===== src/rtl/eth_type_dispatch_pkg.sv =====
// rtl/eth_type_dispatch_pkg.sv - shared states, selections and widths for the Ethernet type dispatcher
package eth_type_dispatch_pkg;

  localparam int CNT_W  = 11;
  localparam int FCNT_W = 16;

  localparam logic [7:0] DEF_TYPE_ONE   = 8'h01;
  localparam logic [7:0] DEF_TYPE_TWO   = 8'h02;
  localparam logic [7:0] DEF_TYPE_THREE = 8'h03;

  typedef enum logic [2:0] {
    WAIT_IDLE,
    IDLE,
    HUNT,
    FWD,
    DROP
  } state_e;

  typedef enum logic [1:0] {
    SEL_NONE,
    SEL_ONE,
    SEL_TWO,
    SEL_THREE
  } sel_e;

endpackage


===== src/rtl/eth_type_dispatch_delay.sv =====
// rtl/eth_type_dispatch_delay.sv - DEPTH-stage {dv, data} shift register with synchronous clear
module byte_delay_line #(
  parameter int DEPTH = 13
) (
  input  logic       clock,
  input  logic       sclr,
  input  logic       dv_i,
  input  logic [7:0] data_i,
  output logic       dv_o,
  output logic [7:0] data_o,
  output logic       dv_next_o,
  output logic       any_dv_o
);

  logic [DEPTH-1:0][8:0] stage_q;

  always_ff @(posedge clock) begin
    if (sclr) begin
      stage_q <= '0;
    end else begin
      stage_q <= {stage_q[DEPTH-2:0], {dv_i, data_i}};
    end
  end

  assign {dv_o, data_o} = stage_q[DEPTH-1];
  // dv of the byte that reaches the output next cycle; lets the top spot a frame's last byte
  assign dv_next_o = stage_q[DEPTH-2][8];

  always_comb begin
    any_dv_o = 1'b0;
    for (int i = 0; i < DEPTH; i++) begin
      any_dv_o = any_dv_o | stage_q[i][8];
    end
  end

endmodule


===== src/rtl/eth_type_dispatch.sv =====
// rtl/eth_type_dispatch.sv - classifies frames by type byte and gates delayed data to one of three parsers
module eth_type_dispatch
  import eth_type_dispatch_pkg::*;
#(
  parameter int         TYPE_OFFSET = 12,
  parameter int         MAX_LEN     = 1024,
  parameter logic [7:0] TYPE_ONE    = DEF_TYPE_ONE,
  parameter logic [7:0] TYPE_TWO    = DEF_TYPE_TWO,
  parameter logic [7:0] TYPE_THREE  = DEF_TYPE_THREE
) (
  input  logic              clock,
  input  logic              sclr,
  input  logic [7:0]        rx_data,
  input  logic              rx_dv,
  output logic [7:0]        data_out,
  output logic              ena_one,
  output logic              ena_two,
  output logic              ena_three,
  output logic [FCNT_W-1:0] frames_ok,
  output logic [FCNT_W-1:0] frames_drop,
  output logic              busy
);

  localparam int               D          = TYPE_OFFSET + 1;
  localparam logic [CNT_W-1:0] OFFSET_IDX = CNT_W'(TYPE_OFFSET);
  localparam logic [CNT_W-1:0] MAX_IDX    = CNT_W'(MAX_LEN);

  state_e            state_q, state_d;
  sel_e              hit_sel, new_sel, out_sel_q, out_sel_d;
  logic [CNT_W-1:0]  in_cnt_q, in_cnt_d, out_cnt_q, out_cnt_d;
  logic [FCNT_W-1:0] ok_q, drop_q;
  logic              drop_inc, ok_inc, ena_fwd;
  logic              dv_in, dv_out, dv_next, any_dv;

  // Bytes of a frame caught mid-flight by reset never mark the delay line as frame data
  assign dv_in = rx_dv && (state_q != WAIT_IDLE);

  byte_delay_line #(.DEPTH(D)) u_delay (
    .clock     (clock),
    .sclr      (sclr),
    .dv_i      (dv_in),
    .data_i    (rx_data),
    .dv_o      (dv_out),
    .data_o    (data_out),
    .dv_next_o (dv_next),
    .any_dv_o  (any_dv)
  );

  always_comb begin
    hit_sel = SEL_NONE;
    if (rx_data == TYPE_ONE)        hit_sel = SEL_ONE;
    else if (rx_data == TYPE_TWO)   hit_sel = SEL_TWO;
    else if (rx_data == TYPE_THREE) hit_sel = SEL_THREE;
  end

  always_comb begin
    state_d  = state_q;
    in_cnt_d = in_cnt_q;
    new_sel  = SEL_NONE;
    drop_inc = 1'b0;
    case (state_q)
      WAIT_IDLE: if (!rx_dv) state_d = IDLE;
      IDLE: begin
        in_cnt_d = '0;
        if (rx_dv) begin
          state_d  = HUNT;
          in_cnt_d = CNT_W'(1);
        end
      end
      HUNT: begin
        if (!rx_dv) begin
          drop_inc = 1'b1;
          state_d  = IDLE;
        end else begin
          in_cnt_d = (in_cnt_q < MAX_IDX) ? in_cnt_q + 1'b1 : in_cnt_q;
          if (in_cnt_q == OFFSET_IDX) begin
            if (hit_sel != SEL_NONE) begin
              state_d = FWD;
              new_sel = hit_sel;
            end else begin
              state_d  = DROP;
              drop_inc = 1'b1;
            end
          end
        end
      end
      FWD: begin
        if (!rx_dv) begin
          state_d = IDLE;
        end else if (in_cnt_q == MAX_IDX) begin
          state_d  = DROP;
          drop_inc = 1'b1;
        end else begin
          in_cnt_d = in_cnt_q + 1'b1;
        end
      end
      DROP: begin
        if (!rx_dv) state_d = IDLE;
        else in_cnt_d = (in_cnt_q < MAX_IDX) ? in_cnt_q + 1'b1 : in_cnt_q;
      end
      default: state_d = WAIT_IDLE;
    endcase
  end

  // Output side: the selection is decided exactly one cycle before byte 0 leaves the delay line
  always_comb begin
    out_cnt_d = '0;
    if (dv_out) out_cnt_d = (out_cnt_q < MAX_IDX) ? out_cnt_q + 1'b1 : out_cnt_q;
    out_sel_d = dv_out ? out_sel_q : SEL_NONE;
    if (new_sel != SEL_NONE) out_sel_d = new_sel;
    ena_fwd   = dv_out && (out_cnt_q < MAX_IDX);
    ena_one   = ena_fwd && (out_sel_q == SEL_ONE);
    ena_two   = ena_fwd && (out_sel_q == SEL_TWO);
    ena_three = ena_fwd && (out_sel_q == SEL_THREE);
    ok_inc    = ena_fwd && (out_sel_q != SEL_NONE) && !dv_next;
  end

  always_ff @(posedge clock) begin
    if (sclr) begin
      state_q   <= WAIT_IDLE;
      in_cnt_q  <= '0;
      out_cnt_q <= '0;
      out_sel_q <= SEL_NONE;
      ok_q      <= '0;
      drop_q    <= '0;
    end else begin
      state_q   <= state_d;
      in_cnt_q  <= in_cnt_d;
      out_cnt_q <= out_cnt_d;
      out_sel_q <= out_sel_d;
      if (ok_inc)   ok_q   <= ok_q + 1'b1;
      if (drop_inc) drop_q <= drop_q + 1'b1;
    end
  end

  assign frames_ok   = ok_q;
  assign frames_drop = drop_q;
  assign busy        = (state_q == HUNT) || (state_q == FWD) || (state_q == DROP) || any_dv;

endmodule


===== config.mk =====
export PLATFORM = sky130hd
export DESIGN_NAME = eth_type_dispatch
export DESIGN_NICKNAME = d
export VERILOG_FILES = /design/src/rtl/eth_type_dispatch_pkg.sv /design/src/rtl/eth_type_dispatch_delay.sv /design/src/rtl/eth_type_dispatch.sv
export SDC_FILE = /design/constraint.sdc
export NUM_CORES = 1
export LEC_CHECK = 0
export BUFFER_PORTS_ARGS = -buffer_cell sky130_fd_sc_hd__buf_2
export CAP_MARGIN = 25
export CELL_PAD_IN_SITES_DETAIL_PLACEMENT = 2
export CELL_PAD_IN_SITES_GLOBAL_PLACEMENT = 2
export CORE_MARGIN = 2
export CORE_UTILIZATION = 41
export CTS_BUF_LIST = sky130_fd_sc_hd__clkbuf_16
export DETAILED_ROUTE_END_ITERATION = 6
export PLACE_DENSITY = 0.83
export SLEW_MARGIN = 40
export SYNTH_ARGS = -nofsm -noshare
export SYNTH_HDL_FRONTEND = slang
export SYNTH_SLANG_ARGS = --single-unit

===== constraint.sdc =====
create_clock -name clock -period 5.48 [get_ports clock]
set_input_delay 0.274 -clock clock [delete_from_list [all_inputs] [get_ports clock]]
set_output_delay 0.274 -clock clock [all_outputs]
set_load 0.01 [all_outputs]

==> results.cfg <==
[critical_path]
worstSetupStartpoint = in_cnt_q[0]
r2r.worst_path.cells = 7
critPathMaxFanout = 32
arrival_time_of_the_worst_setup_path_ns = 2.91
crit_path_end = frames_drop[13]
worstReg2RegEnd = frames_drop[13]
startpoint_type = flip-flop
regToRegSetupSlack_ns = 2.91
worst-endpoint-required_ns = 5.82
end_kind = flip-flop
reg2reg_from = in_cnt_q[0]
timing_worst_setup_path_type = reg -> reg

[place]
detailed_place.area_sq_um = 6500
placement.io_buffers = 54
pre_cts_slack_ns = 2.94
finalWeightedCongestion = 0.754
dp.final_hpwl_mm = 9.03

[power_and_ir_drop]
static-leakage-power_nw = 2.74
power.density_cell_area_nw_per_um2 = 356
pwr-share-clk = 0.451
netSwitchingFraction = 0.229
max-vdd-ir-drop_mv = 0.266
p_seq_frac = 0.518
comb_power_share = 0.031
net-switching-power_uw = 575
cell_internal_power_dissipation_mw = 1.94

[clock_tree]
clkSlewWorstSetupHoldPaths_ns = 0.06
cts_hold_buf = 0
worstSkewPairLatency_ns = 0.43
cts_tree = built
clock_tree.buffer_depth = 2
cts_root_buf = sky130_fd_sc_hd__clkbuf_16
numCtsBuffers = 17
clock_tree_sinks = 176
cts_setup_buffers = 0
htree_num_levels = 4
ctsResizeCount = 0

[timing]
setup-tns-final_ns = 0
finalMaxSlewViolations = 0
share_of_the_clock_period_used_by_the_worst_path_after_layout = 0.468
slew-limit-headroom = 0.503
achievable-frequency_ghz = 0.390
period_needed_ns = 2.57
timing_worst_slew_pin_value_ns = 0.742
timing.hold.ws_ns = 0.0715
finalSetupViolations = 0
clock_skew_ns = 0.0136
grt_setup_unrepaired = no
hold_viol_final = 0
layout_setup_ws_ns = 2.91

[synth]
synthCells = 607
synth_flop_cell = sky130_fd_sc_hd__dfxtp_1
yosys_warnings = 0
synthTopCellsByArea = sky130_fd_sc_hd__dfxtp_1 (57%), sky130_fd_sc_hd__nor2b_1 (12%), sky130_fd_sc_hd__nor2_1 (2.4%)
netlist.top_cell.by_area = sky130_fd_sc_hd__dfxtp_1
syn-mean-instance-area_sq_um = 10.2
yosys.cell_types.count = 49
post-synth-top-area-fraction = 0.571
share_of_synthesized_area_occupied_by_flip_flops_and_latches = 0.571
synthesis.nets = 623
synth-edff-count = 0
async_flop_share = 0
netlist_area_sq_um = 6170
synth_seq_cells = 176

[floorplanning]
placementRows = 44
floorplan.core_area_sq_um = 14600
effective_utilization_at_floorplan = 0.422
die-width_um = 127
design.die.area_sq_um = 16100
num_io_pins = 55
fp.dieH_um = 127

[hold_path]
hp-class = in -> reg

[layout]
finish.instance_area_sq_um = 7060
layout-drive-gt1-share = 0.139
final_cell_mix = sky130_fd_sc_hd__dfxtp_1 (176), sky130_fd_sc_hd__nor2b_1 (122), sky130_fd_sc_hd__buf_2 (53), sky130_fd_sc_hd__nor2_1 (40), sky130_fd_sc_hd__a21oi_1 (24)
layout.cells.most_common = sky130_fd_sc_hd__dfxtp_1
antenna_cells = 0
final_util = 0.482
num-nets-final = 658
num-fill-cells = 1525
area_growth_syn_to_layout_pct = 14.4

[global_route]
grt_antenna_before_repair = 0
grt_overflow = 0
grt_pass1_vias = 4727
global_route.usage.total = 0.185
grt_start_max_net_pins = 84
first_pass_grt_wire_length_mm = 23.6

[routing]
detailedRoute.firstPassIterationCount = 4
drt_iter0_markers = 181
vias_per_cell = 5.18
final_antenna_net_count = 0
total_routed_wirelength_mm = 13.9
detailroute.via_count = 4347
dr_wl_cell_um = 16.5
drc_errors = 0

[run_status]
result_of_the_run = finished clean

[run]
drv_cap = 0
[state kept, by name (all words and copies together) (netlist names), 2 cells and up]
register,count
out_sel_q,2
frames_drop,16
out_cnt_q,11
u_delay.stage_q,107
frames_ok,16
state_q,3
u_delay.data_o,8
in_cnt_q,11
[per-stage QoR]
step | power [mW] | cells
4_1_cts | 2.55 | 839
2_1_floorplan | 1.39 | 607
5_1_grt | 2.61 | 839
6_report | 2.51 | 839
3_3_place_gp | 1.40 | 807
3_5_place_dp | 1.41 | 807
[cells in the mapped netlist (all sizes together) (2+ instances only)]
| library cell | number |
|---|---|
| nand3 | 11 |
| a21o | 2 |
| mux2i | 2 |
| o21ai | 15 |
| a41oi | 2 |
| nor4 | 5 |
| and3 | 13 |
| nand2 | 16 |
| a32oi | 2 |
| or3 | 10 |
| nor3 | 9 |
| and2 | 4 |
| dfxtp | 176 |
| inv | 8 |
| and4 | 2 |
| o2111ai | 9 |
| a21oi | 24 |
| xor2 | 15 |
| nand3b | 2 |
| nand2b | 5 |
| o211ai | 2 |
| nor4bb | 2 |
| or4 | 13 |
| a31oi | 2 |
| clkbuf | 26 |
| xnor2 | 12 |
| ha | 5 |
| buf | 14 |
| o31ai | 11 |
| nor2 | 40 |
| nand4 | 8 |
| or2 | 2 |
| nor3b | 4 |
| nor2b | 122 |
[how the worst min path moves through the flow]
stage	end	depth (start not counted)	from	slack (ns)
after global routing	u_delay.stage_q[6]	2	rx_data[6]	0.07
after floorplan	u_delay.stage_q[0]	1	rx_data[0]	0.40
final	u_delay.stage_q[3]	2	rx_data[3]	0.07
after global placement	u_delay.data_o[2]	1	u_delay.stage_q[101]	0.41
after CTS	u_delay.stage_q[3]	2	rx_data[3]	0.06
after detailed placement	u_delay.stage_q[21]	1	u_delay.stage_q[12]	0.43
[critical path: stages, from the launching register on]
cell                       delay, ns
sky130_fd_sc_hd__dfxtp_1        0.37
sky130_fd_sc_hd__inv_1          0.08
sky130_fd_sc_hd__ha_1           0.14
sky130_fd_sc_hd__nor4b_4        0.31
sky130_fd_sc_hd__nand4b_2       0.22
sky130_fd_sc_hd__o31a_2         0.58
sky130_fd_sc_hd__or4_1          0.58
sky130_fd_sc_hd__a21oi_1        0.19
[routing by layer]
layer	GRT usage	share of wire
met5	0	0
met4	0.0659	0.012
met3	0.0489	0.028
met2	0.333	0.53
met1	0.213	0.43
[area by class of cell]
type,instances,area [sq um],share of cell area
Multi-Input combinational cell,383,2440,0.346
Clock buffer,17,425,0.0603
Tap cell,184,230,0.0326
Inverter,8,30.0,0.00425
Clock inverter,15,120,0.0170
Sequential cell,176,3520,0.499
Timing Repair Buffer,56,292,0.0413
[kinds of logic (layout without fill, tap and decap cells)]
| logic type | Yosys count | count (layout) | synth area share |
|---|---|---|---|
| DFF | 176 | 176 | 0.571 |
| adders and majority gates | 5 | 5 | 0.0101 |
| AOI/OAI and AO/OA | 78 | 78 | 0.0829 |
| and+or+nand+nor | 271 | 271 | 0.259 |
| buffers and inverters | 48 | 96 | 0.0353 |
| muxes | 2 | 2 | 0.00324 |
| xor gates and xnor gates | 27 | 27 | 0.0383 |
[power by group through the flow]
stage | clock network (mW) | logic, mW | registers, mW
after floorplan | 0 | 0.0603 | 1.33
after global placement | 0 | 0.0737 | 1.33
after detailed placement | 0 | 0.0782 | 1.33
after CTS | 1.16 | 0.0793 | 1.30
after global routing | 1.22 | 0.0882 | 1.30
final | 1.13 | 0.0774 | 1.30
Power figures use the tool's default switching activity.
